**src/rtl/inverter_tester.sv**
```systemverilog
// Hex-inverter production tester: applies a fixed 14-vector table to a_out, waits for the
// device to settle, compares the synchronized y_in against the ideal inverse and reports per-run results.
module inverter_tester #(
  parameter int SETTLE_CYCLES = 16
) (
  input  logic       clk,
  input  logic       rst,
  input  logic       start,
  input  logic [5:0] y_in,
  output logic [5:0] a_out,
  output logic       busy,
  output logic       done,
  output logic       pass,
  output logic [5:0] fail_mask,
  output logic [3:0] err_count,
  output logic [3:0] vec_idx
);

  typedef enum logic [1:0] {
    IDLE,
    SETTLE,
    COMPARE,
    DONE
  } state_t;

  localparam logic [7:0] SETTLE_LAST = 8'(SETTLE_CYCLES - 1);
  localparam logic [3:0] LAST_VEC    = 4'd13;
  localparam logic [3:0] ERR_MAX     = 4'd14;

  state_t     state_q, state_d;
  logic [3:0] vec_idx_q, vec_idx_d;
  logic [5:0] a_out_q, a_out_d;
  logic [7:0] cnt_q, cnt_d;
  logic [5:0] fail_mask_q, fail_mask_d;
  logic [3:0] err_count_q, err_count_d;
  logic       pass_q, pass_d;
  logic       busy_q, busy_d;
  logic       done_q, done_d;
  logic [5:0] y_meta_q, y_meta_d;
  logic [5:0] y_sync_q, y_sync_d;
  logic [5:0] diff;

  // all-zero, all-one, walking one, walking zero
  function automatic logic [5:0] vector_at(input logic [3:0] idx);
    logic [5:0] v;
    case (idx)
      4'd0:    v = 6'h00;
      4'd1:    v = 6'h3F;
      4'd2:    v = 6'h01;
      4'd3:    v = 6'h02;
      4'd4:    v = 6'h04;
      4'd5:    v = 6'h08;
      4'd6:    v = 6'h10;
      4'd7:    v = 6'h20;
      4'd8:    v = 6'h3E;
      4'd9:    v = 6'h3D;
      4'd10:   v = 6'h3B;
      4'd11:   v = 6'h37;
      4'd12:   v = 6'h2F;
      4'd13:   v = 6'h1F;
      default: v = 6'h00;
    endcase
    return v;
  endfunction

  always_ff @(posedge clk or posedge rst) begin
    if (rst) begin
      state_q     <= IDLE;
      vec_idx_q   <= 4'd0;
      a_out_q     <= 6'h00;
      cnt_q       <= 8'd0;
      fail_mask_q <= 6'h00;
      err_count_q <= 4'd0;
      pass_q      <= 1'b0;
      busy_q      <= 1'b0;
      done_q      <= 1'b0;
      y_meta_q    <= 6'h00;
      y_sync_q    <= 6'h00;
    end else begin
      state_q     <= state_d;
      vec_idx_q   <= vec_idx_d;
      a_out_q     <= a_out_d;
      cnt_q       <= cnt_d;
      fail_mask_q <= fail_mask_d;
      err_count_q <= err_count_d;
      pass_q      <= pass_d;
      busy_q      <= busy_d;
      done_q      <= done_d;
      y_meta_q    <= y_meta_d;
      y_sync_q    <= y_sync_d;
    end
  end

  // Status outputs are registered alongside the state so they change on the same edge.
  always_comb begin
    state_d     = state_q;
    vec_idx_d   = vec_idx_q;
    a_out_d     = a_out_q;
    cnt_d       = cnt_q;
    fail_mask_d = fail_mask_q;
    err_count_d = err_count_q;
    pass_d      = pass_q;
    busy_d      = busy_q;
    done_d      = 1'b0;
    y_meta_d    = y_in;
    y_sync_d    = y_meta_q;
    diff        = y_sync_q ^ ~a_out_q;

    case (state_q)
      IDLE: begin
        if (start) begin
          state_d     = SETTLE;
          vec_idx_d   = 4'd0;
          a_out_d     = vector_at(4'd0);
          cnt_d       = 8'd0;
          fail_mask_d = 6'h00;
          err_count_d = 4'd0;
          pass_d      = 1'b0;
          busy_d      = 1'b1;
        end
      end

      SETTLE: begin
        cnt_d = cnt_q + 8'd1;
        if (cnt_q == SETTLE_LAST) begin
          state_d = COMPARE;
        end
      end

      COMPARE: begin
        fail_mask_d = fail_mask_q | diff;
        if ((diff != 6'h00) && (err_count_q < ERR_MAX)) begin
          err_count_d = err_count_q + 4'd1;
        end
        if (vec_idx_q == LAST_VEC) begin
          state_d = DONE;
          busy_d  = 1'b0;
          done_d  = 1'b1;
          pass_d  = (fail_mask_d == 6'h00);
        end else begin
          state_d   = SETTLE;
          vec_idx_d = vec_idx_q + 4'd1;
          a_out_d   = vector_at(vec_idx_q + 4'd1);
          cnt_d     = 8'd0;
        end
      end

      DONE: begin
        state_d = IDLE;
      end

      default: begin
        state_d = IDLE;
      end
    endcase
  end

  assign a_out     = a_out_q;
  assign busy      = busy_q;
  assign done      = done_q;
  assign pass      = pass_q;
  assign fail_mask = fail_mask_q;
  assign err_count = err_count_q;
  assign vec_idx   = vec_idx_q;

endmodule

```
**config.mk**
```make
export PLATFORM = sky130hd
export DESIGN_NAME = inverter_tester
export DESIGN_NICKNAME = d
export VERILOG_FILES = /design/src/rtl/inverter_tester.sv
export SDC_FILE = /design/constraint.sdc
export NUM_CORES = 1
export LEC_CHECK = 0
export BUFFER_PORTS_ARGS = -buffer_cell sky130_fd_sc_hd__buf_2
export CORE_MARGIN = 3
export CORE_UTILIZATION = 45
export CTS_BUF_LIST = sky130_fd_sc_hd__clkbuf_4
export CTS_CLUSTER_DIAMETER = 150
export CTS_CLUSTER_SIZE = 16
export DETAILED_ROUTE_END_ITERATION = 12
export PLACE_DENSITY = 0.65
export SKIP_CTS_REPAIR_TIMING = 1
export SLEW_MARGIN = 30
export SYNTH_ARGS = -nofsm -noshare
export SYNTH_HDL_FRONTEND = slang
export SYNTH_SLANG_ARGS = --single-unit
```
**constraint.sdc**
```tcl
create_clock -name clk -period 2.75 [get_ports clk]
set_input_delay 0.275 -clock clk [delete_from_list [all_inputs] [get_ports clk]]
set_output_delay 0.275 -clock clk [all_outputs]
set_load 0.05 [all_outputs]
```
# Yosys cells after proc, flatten, opt, wreduce, memory -nomap -nowiden

Memory sizes are Yosys's and may differ from the RTL's.
Cells that the tools add are included.

Input port bits: 9
Memories kept: 1
Register bits after elaboration: 45
Output and inout port bits: 23
Memory bits (read-only): 96
Word-level logic and storage cells: 65

Reduce and logical (&&, ||, !) cells: 12
$add $sub $neg: 3
Bitwise operators: 3
$lt $le $gt $ge: 1
Mux-type cells: 24
Equal/unequal tests: 10

Memories:

| memory           | words | bits a word | rd ports | clocked after memory_dff | write ports | line | source |
|---|---|---|---|---|---|---|---|
| (name not given) | 16    | 6           | 1        | 0                        | 0           | 46   | `case (idx)` |

Operators by type and width:

| kind                                                             | count |
|---|---|
| 6-bit case mux with 2 select lines                               | 2 |
| 8-bit case mux with 3 select lines                               | 1 |
| 8-bit 2-to-1 mux                                                 | 2 |
| 4-bit case mux with 2 select lines                               | 2 |
| 4-bit 2-to-1 mux                                                 | 3 |
| 6-bit 2-to-1 mux                                                 | 2 |
| 3-bit AND reduction                                              | 4 |
| 2-bit inequality test (second input constant)                    | 5 |
| 4-bit by 1-bit adder with 4-bit output (second input constant)   | 2 |
| 8-bit by 1-bit adder with 8-bit output (second input constant)   | 1 |
| 8-bit by 4-bit == test with 1-bit output (second input constant) | 1 |
| 2-bit case mux with 4 select lines                               | 1 |
| 6-bit zero test                                                  | 1 |
| 1-bit 2-to-1 mux                                                 | 6 |
| 2-bit 2-to-1 mux                                                 | 3 |
| 6-bit NOT                                                        | 1 |
| 6-bit OR                                                         | 1 |
| 6-bit nonzero test                                               | 1 |
| 6-bit XOR                                                        | 1 |
| 2-bit == test (second input constant)                            | 2 |
| 4-bit == test (second input constant)                            | 1 |
| 4-bit < comparator (second input constant)                       | 1 |
| 1-bit case mux with 2 select lines                               | 2 |
| 2-bit AND reduction                                              | 2 |
| 5 further kinds                                                  | 5 |

# Logic depth before layout (Yosys ltp)

Gate-level depths: netlist of run 1.

Word-level depth: 6
Depth in mapped cells: 8

# Least setup slack after synthesis of run 1

Ideal clock, no wire load.

Kind: register to register
Start: register vec_idx_q[0], in the netlist vec_idx[0]
End: register a_out_q[2], in the netlist a_out[2]
Arrival: 2.256 ns
Period minus slack after synthesis: 2.377 ns
Path buffers: 2
Path slack: 0.373 ns
Cell stages (with the launch flop): 9
Path through: dfrtp_1 > clkbuf_1 > inv_1 > ha_1 > clkbuf_1 > mux2i_1 > a211oi_1 > nor4_1 > a32o_1

Word-level cells in the longest chain between the ends: 4
Elaborated cells between the ends (all ways): 7
Those cells by class: add/sub (1); eq/ne (2); mux (2); reduce/logical (1); memory (1)

RTL lines:

| item                                   | line | source |
|---|---|---|
| start, declared                        | 31   | `logic [3:0] vec_idx_q, vec_idx_d;` |
| start signal, assigned                 | 81   | `vec_idx_q <= vec_idx_d;` |
| 4-bit by 1-bit adder with 4-bit output | 143  | `a_out_d = vector_at(vec_idx_q + 4'd1);` |
| memory read 16 x 6 bit                 | -    |  |
| 6-bit 2-to-1 mux                       | 135  | `if (vec_idx_q == LAST_VEC) begin` |
| 6-bit case mux with 2 select lines     | 109  | `case (state_q)` |
| end signal, assigned                   | 82   | `a_out_q <= a_out_d;` |
| end, declared                          | 32   | `logic [5:0] a_out_q, a_out_d;` |

Several ways; a longest one is shown, not always the timed one. The select of a mux whose other input is x is not followed.
A chain may end at the register's enable or synchronous reset.

# Worst setup path after layout of run 1

Ends and elaborated chain as after synthesis.

==> results of run 1 <==
-- how the worst max path moves through the flow --
stage | slack, ns | depth (start not counted) | from | end
after floorplan | 0.37 | 8 | vec_idx[0] | a_out[2]
after global placement | 0.65 | 7 | vec_idx[0] | a_out[0]
after detailed placement | 0.61 | 6 | vec_idx[0] | a_out[2]
after CTS | 0.60 | 6 | vec_idx[0] | a_out[2]
after global routing | 0.35 | 7 | vec_idx[0] | a_out[0]
final | 0.59 | 6 | vec_idx[0] | a_out[2]
-- through the flow --
step	hold slack, ns	area, um2	setup slack (ns)
finish	0.3105	2601	0.5851
global route	0.3017	2601	0.3492
CTS	-0.09505	2531	0.6017
detailed placement	0.3059	2471	0.6058
global placement	0.3322	2470	0.6494
floorplan	0.3064	2261	0.3729
-- cell families after synthesis --
| logic type | count (synthesis) | synth area share, % |
|---|---|---|
| AO/OA/AOI/OAI | 45 | 13.39 |
| AND/OR/NAND/NOR | 84 | 19.04 |
| XOR/XNOR | 15 | 5.811 |
| buffers and inverters | 19 | 3.320 |
| adder cells (fa/ha/maj) | 10 | 5.534 |
| flip-flops | 45 | 49.81 |
| multiplexers | 7 | 3.099 |
-- area by class of cell --
type	instances	area share, %
repair buffers	40	9.235
inverters	8	1.203
well taps	67	3.223
flip-flops and latches	45	43.29
multi-input cells	161	40.74
clock buffers	7	2.020
clock inverters	1	0.2886
-- power by group --
group | internal [mW] | switching (mW)
sequential | 0.672 | 0.00455
clock | 0.121 | 0.208
combinational | 0.0181 | 0.0282
total | 0.811 | 0.241
-- synthesized netlist by cell type, drive strengths merged (2+ instances only) --
master / count
xnor2: 7
xor2: 8
a32o: 3
dfrtp: 45
nor2b: 3
nand2: 20
o311ai: 2
ha: 10
o31ai: 2
and3: 3
nand4: 5
nor2: 21
o21ai: 14
a21oi: 12
clkbuf: 7
mux2i: 7
o22ai: 2
nor4: 4
nor3: 6
nand2b: 6
and2: 2
inv: 8
buf: 4
nand3: 9
-- layout by cell type, fill, tap and decap left out, drive strengths merged, types with 2 or more instances in the layout --
cell and instances:
o22ai 2, and2 2, o31ai 2, inv 7, nand2b 6, dfrtp 45, xnor2 7, nor4 4
and3 3, nor2b 3, a32o 3, o311ai 2, ha 10, nor2 21, nor3 6, o21ai 14
clkbuf 7, nand4 5, xor2 8, nand2 20, nand3 9, buf 33, mux2i 7, dlygate4sd3 7
a21oi 12
-- registers in the layout, indices dropped and copies added (netlist names), 2 cells and up --
signal,count
a_out,6
cnt_q,8
err_count,4
fail_mask,6
state_q,2
vec_idx,4
y_meta_q,6
y_sync_q,6
-- per-layer routing --
metal	share of wire [%]	vias up
li1	-	866
met2	44	45
met5	0	-
met1	47	844
met4	2.9	0
met3	5.2	12
-- worst max-delay path, delay by kind of cell, from the launching register on --
family	cells	cell delay [ns]
fa+ha+maj	1	0.59
compound gates	2	0.44
flops	1	0.59
simple gates	3	0.44
==> flow_metrics.py, run 1 <==
metrics = {
    "worst_setup_path": {
        "path_max_fanout": 17,
        "startpoint_type": "flop",
        "critPathKind": "reg2reg",
        "r2r_cells": 6,
        "r2r-end": "a_out[2]",
        "rr_startpoint": "vec_idx[0]",
        "worstPathCellList": "ha_1 -> nand2b_1 -> nand3_1 -> a31oi_1 -> nor4_1 -> a32o_1",
        "arrival_ns": 2.42,
        "endpoint_kind": "flop",
        "slowest_delay_ns": 0.59,
        "worst-r2r-setup-slack_ns": 0.59,
        "cp.required_ns": 3.00,
        "cpMaxStageDelayCell": "dfrtp_1",
    },
    "clock_tree": {
        "numCtsBuffers": 5,
        "clock_sinks": 45,
        "cts_root_buf": "clkbuf_4",
        "htree_levels": 2,
        "cts_buffer_depth": 2,
        "cts_tree": "yes",
        "clk_latency_ns": 0.35,
        "clk_pin_slew_ns": 0.13,
    },
    "die": {
        "placementRows": 25,
        "fp.dieW_um": 76.88,
        "fp.dieArea_mm2": 0.005911,
        "die_h_um": 76.88,
        "initial_utilization_pct": 47.24,
        "core_area_mm2": 0.004786,
        "pin_count": 32,
    },
    "synthesis": {
        "synth_edf_count": 0,
        "async_flop_share_pct": 100.0,
        "yosysSeqAreaShare_pct": 49.81,
        "syn_nets": 244,
        "ys.flop_type": "dfrtp_1",
        "yosys_warnings": 0,
        "syn_area_mm2": 0.002261,
        "post_synth_num_cell_types": 44,
        "yosys.area.top_type": "dfrtp_1",
        "synthCells": 225,
        "synth_top_area_share_pct": 49.81,
        "syn_avg_cell_area_um2": 10.05,
        "synthTopCellsByArea": "dfrtp_1 50%, ha_1 5.5%, nor2_1 3.5%",
        "synth-seq-cells": 45,
    },
    "cells_and_area": {
        "seqCellArea_mm2": 0.001126,
        "area_growth_pct": 15.05,
        "diodes": 0,
        "layoutNonFillerInstCount": 329,
        "post-route-util_pct": 54.35,
        "nets": 280,
        "fillCellCount": 456,
        "multi_input_area_mm2": 0.001060,
        "drive_above_1_share_pct": 18.32,
    },
    "grt": {
        "antenna_found_initial": 0,
        "grt_usage_pct": 16.08,
        "grt_pass1_wl_um": 7569,
        "top_usage_layer": "met2",
        "grt_start_max_net_pins": 29,
        "grt_pass1_vias": 1590,
        "grtUsageMet1_pct": 22.77,
        "grtUsageMet2_pct": 23.00,
        "overflow": 0,
        "grtUsageMet3_pct": 3.873,
    },
    "drt": {
        "post_drt_via_cell_ratio": 5.371,
        "wl_um": 4470,
        "post_drt_wl_per_cell_um": 13.59,
        "drtPass1Iterations": 4,
        "drt-initial-drc-count": 104,
        "vias": 1767,
        "drc": 0,
        "ant_nets": 0,
    },
    "timing": {
        "clock_skew_ns": 0.007175,
        "period_needed_ns": 2.165,
        "rsz0062_at_grt": "false",
        "clock.fmax_ghz": 0.4619,
        "fin_crit_sh_pct": 78.72,
        "hold_viol_final": 0,
        "drv_slew": 0,
        "tightest_slew_ns": 0.6044,
        "setup_tns_ns": 0,
        "setup_viol": 0,
        "slew_headroom_pct": 59.71,
    },
    "placement": {
        "port_buffers": 31,
        "place.gp.congestion": 0.8993,
        "hpwl_um": 3237,
        "placed_cells": 314,
    },
    "hold_path": {
        "worstHoldPathCells": 3,
        "hold_end": "state_q[0]",
        "hp-start": "start",
        "hold_path.class": "in2reg",
    },
    "flow_run": {
        "maxCapViolCount": 0,
    },
    "power_and_ir_drop": {
        "ir_drop_uv": 327.7,
        "p_per_area_mw_per_mm2": 404.3,
        "p_leak_nw": 1.176,
        "power_mw": 1.052,
    },
    "status": {
        "status": "complete, no violations",
    },
}
Power figures use the tool's default switching activity.
==> inputs of run 2 (changes only) <==
--- a/config.mk
+++ b/config.mk
@@ -12,7 +12,7 @@
 export CTS_CLUSTER_DIAMETER = 150
 export CTS_CLUSTER_SIZE = 16
 export DETAILED_ROUTE_END_ITERATION = 12
-export PLACE_DENSITY = 0.65
+export PLACE_DENSITY = 0.68
 export SKIP_CTS_REPAIR_TIMING = 1
 export SLEW_MARGIN = 30
 export SYNTH_ARGS = -nofsm -noshare
==> constraint.sdc (replaced) <==
create_clock -name clk -period 1.9 [get_ports clk]
set_input_delay 0.19 -clock clk [delete_from_list [all_inputs] [get_ports clk]]
set_output_delay 0.19 -clock clk [all_outputs]
set_load 0.05 [all_outputs]
==> flow_metrics.py, run 2 (same netlist as run 1, synthesis figures left out) <==
metrics = {
    "cells_and_area": {
        "largest_register_ff_count": 8,
        "regMostFlops": "cnt_q",
        "area_growth_pct": 20.64,
        "multi_input_area_mm2": 0.001102,
        "layout_commonest_cell": "dfrtp_1",
        "final_cell_mix": "39 x dfrtp_1, 31 x buf_2, 21 x nor2_1",
        "fillCellCount": 436,
        "nets": 289,
        "drive_above_1_share_pct": 26.20,
        "diodes": 0,
        "seqCellArea_mm2": 0.001136,
    },
    "placement": {
        "place.gp.congestion": 0.8288,
        "place_ws_ns": 0.05525,
        "hpwl_um": 3626,
        "port_buffers": 31,
    },
    "flow_run": {
        "maxCapViolCount": 0,
    },
    "hold_path": {
        "hold_path.class": "in2reg",
    },
    "power_and_ir_drop": {
        "p_per_area_mw_per_mm2": 546.6,
        "combinationalPowerShare_pct": 4.9,
        "swShare_pct": 23.32,
        "p_int_mw": 1.143,
        "ir_drop_uv": 436.3,
        "power_mw": 1.491,
        "p_leak_nw": 1.212,
        "pwr-share-clk_pct": 29.4,
        "p_sw_mw": 0.3477,
        "power_frac_seq_pct": 65.7,
    },
    "worst_setup_path": {
        "worstPathCellList": "ha_1 -> buf_4 -> mux2i_1 -> a211oi_1 -> nor4_2 -> a32o_1",
        "endpoint_kind": "flop",
        "critPathKind": "reg2reg",
        "critPathTopFamily": "compound AO/OA/AOI/OAI gates",
        "cp-startpoint": "vec_idx[1]",
        "cp.depth": 6,
        "cp.required_ns": 2.14,
        "path_max_fanout": 12,
        "path_buf_inv": 1,
        "slowest_delay_ns": 0.52,
        "r2r_cells": 6,
        "arrival_ns": 2.07,
        "rr_startpoint": "vec_idx[1]",
        "endpoint": "a_out[2]",
        "worst-r2r-setup-slack_ns": 0.08,
        "r2r-end": "a_out[2]",
        "cpMaxStageDelayCell": "dfrtp_4",
        "startpoint_type": "flop",
    },
    "timing": {
        "slew_headroom_pct": 60.29,
        "setup_viol": 0,
        "clock.fmax_ghz": 0.5483,
        "fin_crit_sh_pct": 95.99,
        "setup_tns_ns": 0,
        "rsz0062_at_grt": "false",
        "drv_slew": 0,
        "hold_viol_final": 0,
        "clock_skew_ns": 0.02007,
        "layout_setup_ws_ns": 0.07620,
        "tightest_slew_ns": 0.5920,
        "period_needed_ns": 1.824,
    },
    "drt": {
        "wl_um": 4877,
        "drt-initial-drc-count": 77,
        "vias": 1761,
        "ant_nets": 0,
        "drtPass1Iterations": 4,
        "post_drt_wl_per_cell_um": 14.43,
        "post_drt_via_cell_ratio": 5.210,
        "drc": 0,
    },
    "die": {
        "pin_count": 32,
        "core_area_mm2": 0.004786,
        "fp.dieW_um": 76.88,
        "initial_utilization_pct": 47.24,
        "placementRows": 25,
        "die_h_um": 76.88,
        "fp.dieArea_mm2": 0.005911,
    },
    "grt": {
        "grt_start_max_net_pins": 21,
        "grt_usage_pct": 17.68,
        "antenna_found_initial": 0,
        "overflow": 0,
        "grt_pass1_vias": 1746,
        "grt_pass1_wl_um": 8335,
    },
    "clock_tree": {
        "cts_buffer_depth": 2,
        "clk_latency_ns": 0.36,
        "numCtsBuffers": 5,
        "clock_sinks": 45,
        "cts_root_buf": "clkbuf_4",
        "htree_levels": 2,
        "cts_tree": "yes",
        "clk_pin_slew_ns": 0.14,
    },
    "status": {
        "status": "complete, no violations",
    },
}
==> run 2: changes by cell type in the layout (fill, tap and decap cells not counted), sizes merged <==
cell | previous run | this run
clkinvlp | 1 | 0
clkinv | 1 | 4
clkbuf | 7 | 5
buf | 33 | 42
==> run 2: layout make-up <==
cell class                      count  area share (%)
Clock buffer                        5           1.376
Clock inverter                      3          0.6422
Inverter                            8           1.101
Multi-Input combinational cell    161           40.41
Sequential cell                    45           41.65
Tap cell                           67           3.073
Timing Repair Buffer               49           11.74
==> run 2: power by group through the flow <==
stage	registers (mW)	logic [mW]	clock network [mW]
after floorplan	1.00	0.0280	0
after global placement	0.998	0.0627	0
after detailed placement	0.998	0.0627	0
after CTS	0.980	0.0631	0.455
after global routing	0.982	0.0809	0.504
final	0.979	0.0726	0.439
==> run 2: worst min-delay path, stage by stage <==
cell	delay (ns)
buf_2	0.11
nand2_1	0.16
nand2_1	0.10
==> run 2: how the worst min path moves through the flow <==
stage / slack (ns) / cells past startpoint / from / endpoint
floorplan: 0.22 / 0 / y_in[0] / y_meta_q[0]
global placement: 0.21 / 2 / rst / cnt_q[2]
detailed placement: 0.21 / 2 / rst / vec_idx[1]
CTS: -0.20 / 2 / rst / vec_idx[0]
global route: 0.23 / 3 / start / state_q[0]
finish: 0.21 / 3 / start / busy
==> run 2: per-layer routing <==
layer / vias to the layer above / GRT usage (%) / part of all wire [%]
met5: - / 0 / 0
met4: 0 / 5.435 / 1.3
met3: 7 / 4.108 / 3.6
met2: 30 / 27.53 / 48
met1: 844 / 24.51 / 47
li1: 880 / - / -
==> run 2: per-stage QoR <==
| stage | hold slack, ns | util (%) | area [um2] | instances |
|---|---|---|---|---|
| floorplan | 0.2214 | - | 2293 | 225 |
| global placement | 0.2126 | 53.54 | 2562 | 323 |
| detailed placement | 0.2084 | 53.54 | 2562 | 323 |
| CTS | -0.1973 | 54.69 | 2618 | 331 |
| global route | 0.2289 | 56.99 | 2728 | 338 |
| finish | 0.2139 | 56.99 | 2728 | 338 |
==> inputs of run 3 (changes only) <==
--- a/config.mk
+++ b/config.mk
@@ -13,6 +13,7 @@
 export CTS_CLUSTER_SIZE = 16
 export DETAILED_ROUTE_END_ITERATION = 12
 export PLACE_DENSITY = 0.68
+export REMOVE_ABC_BUFFERS = 1
 export SKIP_CTS_REPAIR_TIMING = 1
 export SLEW_MARGIN = 30
 export SYNTH_ARGS = -nofsm -noshare
==> flow_metrics.py, run 3 (same netlist as run 1, synthesis figures left out) <==
metrics = {
    "cells_and_area": {
        "layoutNonFillerInstCount": 339,
        "final_cell_mix": "44 x dfrtp_1, 31 x buf_2, 20 x nand2_1, 20 x nor2_1",
        "postLayoutCellArea_mm2": 0.002700,
        "diodes": 0,
        "layout_commonest_cell": "dfrtp_1",
        "largest_register_ff_count": 8,
        "nets": 291,
        "drive_above_1_share_pct": 22.79,
        "area_growth_pct": 19.42,
        "post-route-util_pct": 56.42,
        "regMostFlops": "cnt_q",
    },
    "clock_tree": {
        "cts_tree": "yes",
        "cts_buffer_depth": 2,
        "numCtsBuffers": 5,
        "clk_pin_slew_ns": 0.12,
        "clock_sinks": 45,
        "htree_levels": 2,
        "clk_latency_ns": 0.35,
        "cts_root_buf": "clkbuf_4",
    },
    "drt": {
        "route.met2.wl_um": 2344,
        "met1Wirelength_um": 2339,
        "drtPass1Iterations": 4,
        "drc": 0,
        "highest_layer": "met4",
        "drt-initial-drc-count": 181,
        "vias": 1837,
        "wl_um": 5020,
        "ant_nets": 0,
        "post_drt_via_cell_ratio": 5.419,
        "wl_met3_um": 251,
        "post_drt_wl_per_cell_um": 14.81,
    },
    "timing": {
        "clock_skew_ns": 0.01153,
        "setup_tns_ns": 0,
        "period_needed_ns": 1.802,
        "fin_crit_sh_pct": 94.86,
        "slew_headroom_pct": 63.18,
        "tightest_slew_ns": 0.5523,
        "rsz0062_at_grt": "true",
        "drv_slew": 0,
        "setup_viol": 0,
        "hold_viol_final": 0,
        "clock.fmax_ghz": 0.5548,
    },
    "worst_setup_path": {
        "arrival_ns": 2.08,
        "path_max_fanout": 4,
        "worst-r2r-setup-slack_ns": 0.1,
        "cp-startpoint": "a_out[3]",
        "endpoint_kind": "flop",
        "r2r-end": "pass",
        "startpoint_type": "flop",
        "r2r_cells": 5,
        "critPathKind": "reg2reg",
        "endpoint": "pass",
        "rr_startpoint": "a_out[3]",
        "cp.required_ns": 2.18,
    },
    "power_and_ir_drop": {
        "ir_drop_uv": 397.7,
        "p_per_area_mw_per_mm2": 549.8,
        "p_leak_nw": 1.220,
        "power_mw": 1.485,
    },
    "grt": {
        "antenna_found_initial": 0,
        "grt_start_max_net_pins": 46,
        "grt_pass1_vias": 1748,
        "overflow": 0,
        "grt_usage_pct": 17.92,
        "grt_pass1_wl_um": 8473,
    },
    "placement": {
        "dpl_cell_area_mm2": 0.002552,
        "placed_cells": 325,
        "hpwl_um": 3677,
        "place.gp.congestion": 0.8741,
        "port_buffers": 31,
    },
    "die": {
        "die_h_um": 76.88,
        "pin_count": 32,
        "placementRows": 25,
        "fp.dieW_um": 76.88,
        "initial_utilization_pct": 47.24,
        "fp.dieArea_mm2": 0.005911,
        "core_area_mm2": 0.004786,
    },
    "hold_path": {
        "hold_path.class": "in2reg",
    },
    "status": {
        "status": "complete, no violations",
    },
    "flow_run": {
        "maxCapViolCount": 0,
    },
}
run 3: layer usage:
metal / up-vias / track usage [%]
li1: 884 / -
met1: 894 / 24.75
met2: 48 / 27.35
met3: 11 / 4.343
met4: 0 / 6.522
met5: - / 0
run 3: worst max-delay path: stages (launching register included):
cell and delay [ns]:
dfrtp_1 0.43, xnor2_1 0.19, or4_4 0.57, nor3_4 0.21
nand3_1 0.14, o31ai_2 0.19
run 3: power breakdown:
part	leakage, nW	switching, mW	internal [mW]
combinational	0.666	0.0414	0.0261
sequential	0.525	0.00837	0.973
clock	0.0292	0.287	0.149
run 3: worst min-delay path by stage:
| stage | startpoint | end | slack (ns) | cells after the start |
|---|---|---|---|---|
| floorplan | y_in[0] | y_meta_q[0] | 0.22 | 0 |
| detailed placement | y_in[3] | y_meta_q[3] | 0.30 | 1 |
| global placement | y_in[5] | y_meta_q[5] | 0.30 | 1 |
| finish | start | busy | 0.23 | 3 |
| CTS | y_in[3] | y_meta_q[3] | -0.07 | 1 |
| global route | start | busy | 0.23 | 3 |
run 3: stage by stage:
stage,hold WS (ns),worst slack (ns)
6_report,0.2292,0.09758
3_3_place_gp,0.2978,0.09213
5_1_grt,0.2309,-0.01178
3_5_place_dp,0.2999,0.04863
4_1_cts,-0.07442,0.01794
2_1_floorplan,0.2214,-0.3533
run 3: layout make-up:
type / instances / area (um2)
multi-input combinational: 161 / 1087
tap: 67 / 83.83
fill: 431 / 2086
clock inverter: 1 / 3.754
timing repair buffer: 51 / 322.8
sequential: 45 / 1127
inverter: 8 / 30.03
clock buffer: 6 / 45.04
